`config.mk`:
```
export PLATFORM = sky130hd
export DESIGN_NAME = writeback_stage
export DESIGN_NICKNAME = d
export VERILOG_FILES = /design/src/rtl/wb_pkg.sv /design/src/rtl/writeback_stage_load_extend.sv /design/src/rtl/writeback_stage.sv
export SDC_FILE = /design/constraint.sdc
export NUM_CORES = 1
export LEC_CHECK = 0
export BUFFER_PORTS_ARGS = -buffer_cell sky130_fd_sc_hd__buf_2
export CORE_AREA = 5 5 90 92
export CTS_CLUSTER_DIAMETER = 120
export DETAILED_ROUTE_END_ITERATION = 8
export DIE_AREA = 0 0 95 97
export MAX_ROUTING_LAYER = met4
export PLACE_DENSITY = 0.85
export REMOVE_ABC_BUFFERS = 1
export SLEW_MARGIN = 10
export SYNTH_ARGS = -nofsm -noshare
export SYNTH_HDL_FRONTEND = slang
export SYNTH_SLANG_ARGS = --single-unit
```
`constraint.sdc`:
```
create_clock -name clk -period 3.5 [get_ports clk]
set_input_delay 0.7 -clock clk [delete_from_list [all_inputs] [get_ports clk]]
set_output_delay 0.7 -clock clk [all_outputs]
set_load 0.02 [all_outputs]
```
`src/rtl/wb_pkg.sv`:
```
// Shared encodings for the writeback stage: result-source select,
// load funct3 codes and the writeback FSM state type.
package wb_pkg;

  localparam logic [1:0] RES_ALU  = 2'd0;
  localparam logic [1:0] RES_LOAD = 2'd1;
  localparam logic [1:0] RES_PC4  = 2'd2;

  localparam logic [2:0] F3_LB  = 3'b000;
  localparam logic [2:0] F3_LH  = 3'b001;
  localparam logic [2:0] F3_LW  = 3'b010;
  localparam logic [2:0] F3_LBU = 3'b100;
  localparam logic [2:0] F3_LHU = 3'b101;

  typedef enum logic [0:0] {
    WB_IDLE      = 1'b0,
    WB_WAIT_LOAD = 1'b1
  } wb_state_e;

endpackage

```
`src/rtl/writeback_stage_load_extend.sv`:
```
// load_extend: purely combinational byte/half/word extraction from an
// aligned memory word, with sign or zero extension selected by funct3.
// Unknown funct3 codes pass the full word through.
module load_extend
  import wb_pkg::*;
#(
  parameter int XLEN = 32
) (
  input  logic [2:0]      funct3,
  input  logic [1:0]      offset,
  input  logic [XLEN-1:0] word,
  output logic [XLEN-1:0] data
);

  logic [7:0]  byte_sel;
  logic [15:0] half_sel;

  // Pick the addressed byte and halfword; halfword ignores offset bit 0
  always_comb begin
    byte_sel = word[{offset, 3'b000} +: 8];
    half_sel = word[{offset[1], 4'b0000} +: 16];
  end

  // Extend the selected lane according to the load type
  always_comb begin
    case (funct3)
      F3_LB:   data = {{(XLEN-8){byte_sel[7]}}, byte_sel};
      F3_LH:   data = {{(XLEN-16){half_sel[15]}}, half_sel};
      F3_LW:   data = word;
      F3_LBU:  data = {{(XLEN-8){1'b0}}, byte_sel};
      F3_LHU:  data = {{(XLEN-16){1'b0}}, half_sel};
      default: data = word;
    endcase
  end

endmodule

```
`src/rtl/writeback_stage.sv`:
```
// writeback_stage: final pipeline stage driving the register file write
// port. Non-load results (and loads whose data arrives with the accept)
// write one cycle later; other loads park in WAIT_LOAD until data arrives
// or the timeout aborts them with a one-cycle load_err pulse.
// Optional feature: define WB_INSTRET_EN to add a 64-bit retired
// instruction counter output (instret).
module writeback_stage
  import wb_pkg::*;
#(
  parameter int XLEN         = 32,
  parameter int LOAD_TIMEOUT = 16
) (
  input  logic            clk,
  input  logic            rst,
  input  logic            wb_valid,
  output logic            wb_ready,
  input  logic            wb_reg_write,
  input  logic [4:0]      wb_rd,
  input  logic [1:0]      wb_result_src,
  input  logic [XLEN-1:0] wb_alu_result,
  input  logic [XLEN-1:0] wb_pc_plus4,
  input  logic [2:0]      wb_funct3,
  input  logic            mem_rdata_valid,
  input  logic [XLEN-1:0] mem_rdata,
  output logic            rf_wr_en,
  output logic [4:0]      rf_wr_addr,
  output logic [XLEN-1:0] rf_wr_data,
  output logic            wb_busy,
  output logic            load_err
`ifdef WB_INSTRET_EN
  ,
  output logic [63:0]     instret
`endif
);

  localparam int               CNT_W    = $clog2(LOAD_TIMEOUT) + 1;
  localparam logic [CNT_W-1:0] CNT_LAST = CNT_W'(LOAD_TIMEOUT - 1);

  wb_state_e        state;
  wb_state_e        state_next;
  logic [CNT_W-1:0] wait_cnt;

  // Load parked while waiting for memory data
  logic             pend_reg_write;
  logic [4:0]       pend_rd;
  logic [2:0]       pend_funct3;
  logic [1:0]       pend_offset;

  logic             accept;
  logic             start_wait;
  logic             complete;
  logic             timeout;
  logic             cmp_reg_write;
  logic [4:0]       cmp_rd;
  logic [XLEN-1:0]  cmp_data;
  logic [2:0]       ext_funct3;
  logic [1:0]       ext_offset;
  logic [XLEN-1:0]  ext_data;

  assign wb_ready = (state == WB_IDLE);
  assign wb_busy  = (state == WB_WAIT_LOAD);
  assign accept   = wb_ready && wb_valid;

  // The extractor sees the live instruction in IDLE and the parked load otherwise
  assign ext_funct3 = wb_busy ? pend_funct3 : wb_funct3;
  assign ext_offset = wb_busy ? pend_offset : wb_alu_result[1:0];

  load_extend #(.XLEN(XLEN)) u_load_extend (
    .funct3 (ext_funct3),
    .offset (ext_offset),
    .word   (mem_rdata),
    .data   (ext_data)
  );

  // Next-state, completion and result selection
  always_comb begin
    state_next    = state;
    start_wait    = 1'b0;
    complete      = 1'b0;
    timeout       = 1'b0;
    cmp_reg_write = 1'b0;
    cmp_rd        = 5'd0;
    cmp_data      = {XLEN{1'b0}};
    case (state)
      WB_IDLE: begin
        if (accept) begin
          if ((wb_result_src != RES_LOAD) || mem_rdata_valid) begin
            complete      = 1'b1;
            cmp_reg_write = wb_reg_write;
            cmp_rd        = wb_rd;
            case (wb_result_src)
              RES_ALU:  cmp_data = wb_alu_result;
              RES_LOAD: cmp_data = ext_data;
              RES_PC4:  cmp_data = wb_pc_plus4;
              default:  cmp_data = {XLEN{1'b0}};
            endcase
          end else begin
            start_wait = 1'b1;
            state_next = WB_WAIT_LOAD;
          end
        end else begin
          state_next = WB_IDLE;
        end
      end
      WB_WAIT_LOAD: begin
        if (mem_rdata_valid) begin
          complete      = 1'b1;
          cmp_reg_write = pend_reg_write;
          cmp_rd        = pend_rd;
          cmp_data      = ext_data;
          state_next    = WB_IDLE;
        end else if (wait_cnt == CNT_LAST) begin
          timeout    = 1'b1;
          state_next = WB_IDLE;
        end else begin
          state_next = WB_WAIT_LOAD;
        end
      end
      default: state_next = WB_IDLE;
    endcase
  end

  // State register and load wait counter
  always_ff @(posedge clk) begin
    if (rst) begin
      state    <= WB_IDLE;
      wait_cnt <= {CNT_W{1'b0}};
    end else begin
      state <= state_next;
      if (start_wait) begin
        wait_cnt <= {CNT_W{1'b0}};
      end else if (wb_busy && !mem_rdata_valid) begin
        wait_cnt <= wait_cnt + {{(CNT_W-1){1'b0}}, 1'b1};
      end else begin
        wait_cnt <= wait_cnt;
      end
    end
  end

  // Capture the destination and extraction controls of a stalled load
  always_ff @(posedge clk) begin
    if (rst) begin
      pend_reg_write <= 1'b0;
      pend_rd        <= 5'd0;
      pend_funct3    <= 3'd0;
      pend_offset    <= 2'd0;
    end else if (start_wait) begin
      pend_reg_write <= wb_reg_write;
      pend_rd        <= wb_rd;
      pend_funct3    <= wb_funct3;
      pend_offset    <= wb_alu_result[1:0];
    end else begin
      pend_reg_write <= pend_reg_write;
      pend_rd        <= pend_rd;
      pend_funct3    <= pend_funct3;
      pend_offset    <= pend_offset;
    end
  end

  // Registered write port; x0 writes are suppressed and addr/data hold otherwise
  always_ff @(posedge clk) begin
    if (rst) begin
      rf_wr_en   <= 1'b0;
      rf_wr_addr <= 5'd0;
      rf_wr_data <= {XLEN{1'b0}};
      load_err   <= 1'b0;
    end else begin
      rf_wr_en <= complete && cmp_reg_write && (cmp_rd != 5'd0);
      load_err <= timeout;
      if (complete && cmp_reg_write && (cmp_rd != 5'd0)) begin
        rf_wr_addr <= cmp_rd;
        rf_wr_data <= cmp_data;
      end else begin
        rf_wr_addr <= rf_wr_addr;
        rf_wr_data <= rf_wr_data;
      end
    end
  end

`ifdef WB_INSTRET_EN
  // Count every completed instruction, including ones that do not write
  always_ff @(posedge clk) begin
    if (rst) begin
      instret <= 64'd0;
    end else if (complete) begin
      instret <= instret + 64'd1;
    end else begin
      instret <= instret;
    end
  end
`endif

endmodule

```
Word-level counts from Yosys, hierarchy flattened:

Index checks and enable logic that the tools add are counted.

* add/sub/neg operators: 1
* eq/ne operators: 7
* shifts and indexed selects: 2
* multiplexer cells: 27
* bitwise operators: 1
* reduce and logical (&&, ||, !) cells: 11

Operators by type and width (number)
* 32-bit case mux with 4 select lines: 1
* 32-bit two-way mux: 3
* 32-bit case mux with 3 select lines: 1
* 32-bit case mux with 2 select lines: 1
* 32-bit by 6-bit indexed part select with 16-bit output: 1
* 32-bit by 6-bit indexed part select with 8-bit output: 1
* 5-bit two-way mux: 3
* 1-bit two-way mux: 12
* 5-bit case mux with 2 select lines: 1
* 3-bit == test (second input constant): 2
* 1-bit case mux with 2 select lines: 3
* 5-bit by 1-bit adder with 5-bit output (second input constant): 1
* 5-bit by 4-bit == test with 1-bit output (second input constant): 1
* 5-bit nonzero test: 1
* 1-bit logical AND: 4
* 3-bit by 1-bit == test with 1-bit output (second input constant): 1
* 3-bit logical NOT: 1
* 3-bit two-way mux: 1
* 3-bit OR reduction: 1
* 2-bit by 1-bit == test with 1-bit output (second input constant): 1
* 2-bit == test (second input constant): 1
* 2-bit logical NOT: 1
* 2-bit two-way mux: 1
* 2-bit by 1-bit != test with 1-bit output (second input constant): 1
* other kinds (4): 4

* register bits after elaboration: 56
* bits of input ports: 111
* output and inout bits: 41
* word-level logic and storage cells: 59

Depth between registers and ports, before layout:

Gate-level depths: netlist of run 1.

* depth in word-level cells: 7
* gate-level depth with buffers: 8
* depth with buffers taken out: 5

Hierarchy:

From an unflattened synthesis of run 1, not the netlist that was laid out.

* cells, all modules: 433
* area total of the unflattened synthesis: 4177.8 µm²

Modules (own cells, without submodules)
* writeback_stage: times used 1, cells an instance 313, area an instance 3275.6 µm², seq. area each 1121.1 µm²
* load_extend: times used 1, cells an instance 120, area an instance 902.1 µm², seq. area each 0.0 µm²

Least setup slack after synthesis of run 1:

OpenSTA, ideal clock, no wires.

* kind: input to register
* start point: in wb_result_src[1]
* end point: reg rf_wr_data[15]
* setup time: 0.112 ns
* arrival time: 2.055 ns
* data required time: 3.388 ns
* slack: 1.332 ns
* cell stages on the path: 6
* path buffers: 1
* path through: clkbuf_1 or3b_2 o211ai_1 o21a_1 a2111oi_0 a2111oi_1

* longest elaborated chain between the ends: 7
* elaborated cells between the ends (all ways): 21
* those cells by class: eq/ne: 3; mux: 13; reduce/logical: 5

RTL lines
* from (decl): RTL line writeback_stage.sv:19 `input logic [1:0] wb_result_src,`
* 2-bit by 1-bit != test with 1-bit output: RTL line writeback_stage.sv:87 `if ((wb_result_src != RES_LOAD) || mem_rdata_valid) begin`
* 1-bit logical OR: RTL line writeback_stage.sv:87
* 5-bit two-way mux or 1-bit two-way mux (tied branches): RTL line writeback_stage.sv:87
* 5-bit two-way mux or 1-bit two-way mux (tied branches): RTL line writeback_stage.sv:86 `if (accept) begin`
* 5-bit case mux with 2 select lines or 1-bit case mux with 2 select lines (tied branches): RTL line writeback_stage.sv:84 `case (state)`
* 5-bit nonzero test or 1-bit logical AND (tied branches): RTL line writeback_stage.sv:170 `if (complete && cmp_reg_write && (cmp_rd != 5'd0)) begin`
* 1-bit logical AND: RTL line writeback_stage.sv:170
* to (signal assigned): RTL line writeback_stage.sv:165 `rf_wr_data <= {XLEN{1'b0}};`
* to (signal assigned): RTL line writeback_stage.sv:172 `rf_wr_data <= cmp_data;`
* to (signal assigned): RTL line writeback_stage.sv:175 `rf_wr_data <= rf_wr_data;`
* to (decl): RTL line writeback_stage.sv:27 `output logic [XLEN-1:0] rf_wr_data,`

Parallel ways exist; a longest one is shown, timed or not.
A chain may end at the register's enable or synchronous reset.

Worst setup path after layout of run 1:

* start point: reg state, in the netlist wb_busy
* end point: reg rf_wr_data[21]

* longest elaborated chain between the ends: 7
* elaborated cells between the ends (all ways): 25
* those cells by class: eq/ne: 3; shift: 2; mux: 14; bitwise: 1; reduce/logical: 5

RTL lines
* from (decl): RTL line writeback_stage.sv:39 `wb_state_e state;`
* from (signal assigned): RTL line writeback_stage.sv:129 `state <= state_next;`
* 2-bit two-way mux or 3-bit two-way mux (tied branches): RTL line writeback_stage.sv:66, writeback_stage.sv:65
* 32-bit by 6-bit indexed part select with 16-bit output, or another cell as far along: RTL line writeback_stage_load_extend.sv:21 `half_sel = word[{offset[1], 4'b0000} +: 16];`
* 32-bit case mux with 4 select lines: RTL line writeback_stage_load_extend.sv:26 `case (funct3)`
* 32-bit case mux with 3 select lines: RTL line writeback_stage.sv:91 `case (wb_result_src)`
* 32-bit two-way mux: RTL line writeback_stage.sv:87
* 32-bit two-way mux: RTL line writeback_stage.sv:86
* 32-bit case mux with 2 select lines: RTL line writeback_stage.sv:84

Parallel ways exist; a longest one is shown, timed or not.

==> results.sh, run 1 <==
export IMPL_outcome="finished clean"
export IMPL_worstPathMaxFanout=17
export IMPL_final_cell_mix="buf_2 (151), dfxtp_1 (56), nor2_1 (46), a21oi_1 (44), nand2_1 (39)"
export IMPL_first_iter_violations=231
export IMPL_r2r_setup_slack_ps=900
export IMPL_fin_ws_ps=903
export IMPL_ir_worst_vdd_mv=0.173
export IMPL_yosysWarnings=0
export IMPL_cts_sinks=56
export IMPL_syn_instance_count=420
export IMPL_routed_via_density=5.86
export IMPL_relSlewSlack=0.268
export IMPL_hold_slack_ps=466
export IMPL_core_area_um2=7140
export IMPL_cts_tree="yes"
export IMPL_ys_seq_elements=56
export IMPL_die_h_um=97
export IMPL_start_util=0.490
export IMPL_p_clk_frac=0.255
export IMPL_min_path_type="reg -> reg"
export IMPL_crit_arrival_ps=2800
export IMPL_rsz0062_at_grt="no"
export IMPL_diodes=0
export IMPL_cts_resized=0
export IMPL_routed_wl_um=11200
export IMPL_share_comb_of_total_power=0.269
export IMPL_synth_edf_count=0
export IMPL_drv_cap=0
export IMPL_min_period_ps=2600
export IMPL_fmax_mhz=385
export IMPL_cts_root_buf="clkbuf_8"
export IMPL_postCtsHoldBufs=0
export IMPL_drive_above_1_share=0.395
export IMPL_synth_seq_area_share=0.321
export IMPL_synthDistinctLibCells=55
export IMPL_critPathLaunchType="register"
export IMPL_post_cts_buffers=0
export IMPL_p_per_area_nw_per_um2=329
export IMPL_layout_nets=666
export IMPL_first_pass_iters=6
export IMPL_setup_viol=0
export IMPL_worstPathCellList="buf_4 -> mux2i_2 -> mux2i_1 -> mux2i_1 -> nand3_2 -> a311oi_1"
export IMPL_tns_ps=0
export IMPL_wl_per_cell_um=17.1
export IMPL_final_common_cell="buf_2"
export IMPL_drv_slew=0
export IMPL_synth_area_leader_cell="dfxtp_1"
export IMPL_finalHoldViolations=0
export IMPL_worstPathRequired_ps=3700
export IMPL_dpl_hpwl_um=8870
export IMPL_avgSynthCellArea_um2=8.32
export IMPL_die_w_um=95
export IMPL_clkTransAtPathRegs_ps=100
export IMPL_grt_pass1_wl_um=17900
export IMPL_place_congestion=0.911
export IMPL_gr_total_overflow=0
export IMPL_grt_max_degree=57
export IMPL_placed_cells=645
export IMPL_ys_flop_type="dfxtp_1"
export IMPL_fp_row_count=31
export IMPL_via_count=3824
export IMPL_synth_area_um2=3490
export IMPL_final_util=0.615
export IMPL_num_io_pins=152
export IMPL_synth_top_cell_area_share=0.321
export IMPL_grt_pass1_vias=3776
export IMPL_period_share=0.742
export IMPL_htreeDepth=2
export IMPL_power_frac_seq=0.476
export IMPL_p_leak_nw=1.85
export IMPL_route_detailed_drc=0
export IMPL_p_sw_mw=0.448
export IMPL_yosys_top_cells_area="dfxtp_1 (32%), mux2_2 (10%), a21oi_1 (6.3%), nor2_1 (5.0%), a311oi_2 (4.3%)"
export IMPL_path_common_cell="mux2i_1"
export IMPL_track_usage=0.242
export IMPL_synthArstFlopShare=0
export IMPL_power_internal_mw=0.995
export IMPL_path_class="reg -> reg"
export IMPL_layoutNonFillerInstCount=653
export IMPL_antenna_found_initial=0
export IMPL_cts_buffers=5
export IMPL_syn_to_final_growth_pct=25.6
export IMPL_skew_ps=6.74
export IMPL_preCtsSetupSlack_ps=792
export IMPL_worst_slew_pin_slew_ps=1100
export IMPL_clk_latency_ps=310
export IMPL_antenna_left=0
export IMPL_port_buffers=151
export IMPL_clock_path_buffers=2
export IMPL_critPathMaxStageDelay_ps=490
export IMPL_switching_share=0.311
export IMPL_nFillCells=697
export IMPL_end_kind="register"
export IMPL_die_area_um2=9220
export IMPL_cpMaxStageDelayCell="mux2i_2"
-- per-layer routing --
metal,routed length [µm],vias to the layer above,GRT usage
li1,-,1830,-
met1,4480,1785,0.293
met2,5520,183,0.407
met3,972,26,0.0535
met4,210,0,0.0544
met5,0,-,-
-- cells in the mapped netlist, drive strengths merged (2+ instances only) --
| library cell | count |
|---|---|
| dfxtp | 56 |
| nor2 | 48 |
| a21oi | 44 |
| nand2 | 39 |
| mux2 | 33 |
| o21ai | 18 |
| clkbuf | 17 |
| a22oi | 16 |
| a311oi | 16 |
| inv | 16 |
| a211oi | 15 |
| buf | 15 |
| mux2i | 11 |
| nor3 | 10 |
| nand3 | 9 |
| a32oi | 8 |
| o221ai | 8 |
| a221oi | 4 |
| a2111oi | 3 |
| nand2b | 3 |
| and3b | 2 |
| ha | 2 |
| nand3b | 2 |
| nor2b | 2 |
| nor3b | 2 |
| o211ai | 2 |
| o21a | 2 |
| or3b | 2 |
| or4 | 2 |
| xor2 | 2 |
-- cell families after synthesis --
logic type	Yosys count	share of synthesized area
adder cells (fa/ha/maj)	2	0.00716
multiplexers	44	0.141
buffers and inverters	48	0.0609
flip-flops	56	0.321
AO/OA/AOI/OAI	141	0.297
XOR/XNOR	3	0.00752
AND/OR/NAND/NOR	126	0.166
-- path summary, 6_finish.rpt --
kind	depth (start not counted)	startpoint	to
hold reg to reg	2	pend_funct3[2]	pend_funct3[2]
setup reg to reg	6	wb_busy	rf_wr_data[21]
setup / recovery	6	wb_busy	rf_wr_data[21]
hold / removal	2	pend_funct3[2]	pend_funct3[2]
-- flip-flops by register name, summed over array words and instances (netlist names) --
name            flops
wb_busy             1
load_err            1
pend_offset         2
pend_funct3         3
rf_wr_en            1
rf_wr_data         32
wait_cnt            5
pend_rd             5
pend_reg_write      1
rf_wr_addr          5
-- final cells by class --
cell class	count	area (µm²)	share of cell area
multi-input cells	316	2170	0.494
clock buffers	7	86.3	0.0197
repair buffers	158	821	0.187
well taps	99	124	0.0282
clock inverters	1	7.51	0.00171
inverters	16	60.1	0.0137
flip-flops and latches	56	1120	0.255
-- critical path, delay by kind of cell, from the launching register on --
| family | cells | cell delay (ps) |
|---|---|---|
| simple gates | 1 | 390 |
| buf+inv | 1 | 290 |
| mux | 3 | 960 |
| flops | 1 | 430 |
| compound gates | 1 | 420 |
-- per-stage QoR --
stage / instance area, µm² / power (mW)
global placement: 4300 / 1.08
finish: 4390 / 1.44
global route: 4390 / 1.52
floorplan: 3340 / 0.914
CTS: 4390 / 1.46
detailed placement: 4300 / 1.09
-- power by group through the flow --
stage                     registers (mW)  logic (mW)  clock network [mW]
after detailed placement           0.702       0.386                   0
after CTS                          0.687       0.387               0.382
after global routing               0.691       0.423               0.407
final                              0.688       0.388               0.368
after floorplan                    0.739       0.175                   0
after global placement             0.701       0.375                   0
(Power assumes the default switching activity.)
==> run 2: changes to the inputs <==
CORE_AREA = 5 5 97 99   (was 5 5 90 92)
DIE_AREA = 0 0 102 104   (was 0 0 95 97)
PLACE_DENSITY = 0.78   (was 0.85)
clock period = 2.26 ns   (was 3.5 ns; I/O delays follow)
==> results.sh, run 2 (synthesis gave the netlist of run 1 again) <==
export IMPL_outcome="finished clean"
export IMPL_ff_latch_area_um2=1120
export IMPL_worstPathCellList="buf_12 -> mux2i_1 -> nand3_1 -> o221ai_2 -> o221ai_1 -> a211oi_1"
export IMPL_first_pass_iters=5
export IMPL_grt_pass1_wl_um=17700
export IMPL_drive_above_1_share=0.414
export IMPL_crit_arrival_ps=2360
export IMPL_fp_row_count=34
export IMPL_clk_latency_ps=310
export IMPL_switching_share=0.317
export IMPL_multi_input_area_um2=2180
export IMPL_dpl_hpwl_um=8940
export IMPL_r2r_setup_slack_ps=120
export IMPL_critPathMaxStageDelay_ps=460
export IMPL_final_common_cell="buf_2"
export IMPL_htreeDepth=2
export IMPL_num_io_pins=152
export IMPL_p_per_area_nw_per_um2=503
export IMPL_holdPathEnd="pend_rd[4]"
export IMPL_nFillCells=814
export IMPL_diodes=0
export IMPL_p_leak_nw=1.92
export IMPL_power_internal_mw=1.55
export IMPL_place_congestion=0.849
export IMPL_cts_sinks=56
export IMPL_hold_start="wb_rd[4]"
export IMPL_port_buffers=151
export IMPL_antenna_found_initial=0
export IMPL_final_cell_mix="buf_2 (151), dfxtp_1 (55), nor2_1 (46), a21oi_1 (44), nand2_1 (39)"
export IMPL_cts_tree="yes"
export IMPL_end_kind="register"
export IMPL_drv_slew=0
export IMPL_skew_ps=7.76
export IMPL_gr_total_overflow=0
export IMPL_drv_cap=0
export IMPL_cts_root_buf="clkbuf_8"
export IMPL_largest_reg_flops=32
export IMPL_p_clk_frac=0.261
export IMPL_min_period_ps=2140
export IMPL_cts_resized=0
export IMPL_relSlewSlack=0.646
export IMPL_path_class="reg -> reg"
export IMPL_critPathLaunchType="register"
export IMPL_final_util=0.534
export IMPL_cpMaxStageDelayCell="dfxtp_2"
export IMPL_die_area_um2=10600
export IMPL_track_usage=0.208
export IMPL_die_h_um=104
export IMPL_syn_to_final_growth_pct=29.3
export IMPL_routed_via_density=5.65
export IMPL_p_sw_mw=0.719
export IMPL_fmax_mhz=468
export IMPL_layout_nets=680
export IMPL_start_util=0.413
export IMPL_first_iter_violations=174
export IMPL_clkTransAtPathRegs_ps=110
export IMPL_wl_per_cell_um=16.5
export IMPL_rr_worst_depth=6
export IMPL_post_cts_buffers=0
export IMPL_worst_slew_pin_slew_ps=530
export IMPL_via_count=3819
export IMPL_power_frac_seq=0.468
export IMPL_grt_max_degree=32
export IMPL_fin_ws_ps=121
export IMPL_core_area_um2=8470
export IMPL_top_register="rf_wr_data"
export IMPL_worstPathMaxFanout=10
export IMPL_clock_path_buffers=2
export IMPL_route_detailed_drc=0
export IMPL_r2r_end="rf_wr_data[11]"
export IMPL_finalHoldViolations=0
export IMPL_min_path_cells=3
export IMPL_cts_buffers=5
export IMPL_die_w_um=102
export IMPL_min_path_type="in -> reg"
export IMPL_timing_rr_start="wb_busy"
export IMPL_grt_pass1_vias=3756
export IMPL_postCtsHoldBufs=0
export IMPL_rsz0062_at_grt="no"
export IMPL_share_comb_of_total_power=0.270
export IMPL_tns_ps=0
export IMPL_antenna_left=0
export IMPL_routed_wl_um=11200
export IMPL_worstPathRequired_ps=2490
export IMPL_period_share=0.946
export IMPL_ir_worst_vdd_mv=0.321
export IMPL_preCtsSetupSlack_ps=31.0
export IMPL_setup_viol=0
[run 2: cell type report]
| cell class | count | area share |
|---|---|---|
| Clock inverter | 2 | 0.00332 |
| Inverter | 16 | 0.0133 |
| Timing Repair Buffer | 172 | 0.205 |
| Tap cell | 108 | 0.0299 |
| Sequential cell | 56 | 0.248 |
| Clock buffer | 6 | 0.0183 |
| Multi-Input combinational cell | 316 | 0.482 |
[run 2: through the flow]
step	cells	total power [mW]	area, µm²	hold WS, ps
final	676	2.27	4520	393
after global routing	676	2.38	4520	390
after CTS	676	2.29	4510	382
after detailed placement	668	1.70	4410	453
after global placement	668	1.68	4410	443
after floorplan	388	1.42	3340	430
[run 2: critical path: cells and delay by family, from the launching register on]
kind | cells | cell delay (ps)
multiplexers | 1 | 360
buffers and inverters | 1 | 160
flip-flops | 1 | 460
AND/OR/NAND/NOR | 1 | 170
AO/OA/AOI/OAI | 3 | 910
[run 2: power groups by stage]
stage	Clock (mW)	Sequential (mW)	Combinational, mW
after floorplan	0	1.14	0.272
after global placement	0	1.09	0.595
after detailed placement	0	1.09	0.610
after CTS	0.609	1.06	0.612
after global routing	0.637	1.07	0.672
final	0.594	1.06	0.614
[run 2: worst max-delay path by stage]
stage | depth (start not counted) | slack [ps] | to | startpoint
floorplan | 5 | -780 | rf_wr_data[15] | wb_busy
global placement | 7 | 120 | rf_wr_data[1] | wb_rd[2]
detailed placement | 6 | 30 | rf_wr_data[15] | wb_rd[2]
CTS | 5 | 0.1 | rf_wr_data[18] | wb_busy
global route | 6 | 0.5 | rf_wr_data[11] | wb_busy
finish | 6 | 120 | rf_wr_data[11] | wb_busy
[run 2: layer usage]
| metal | up-vias | track usage | share of wire |
|---|---|---|---|
| met5 | - | - | 0 |
| met4 | 0 | 0.0450 | 0.014 |
| met3 | 12 | 0.0349 | 0.081 |
| met2 | 150 | 0.362 | 0.51 |
| met1 | 1800 | 0.249 | 0.40 |
| li1 | 1857 | - | - |
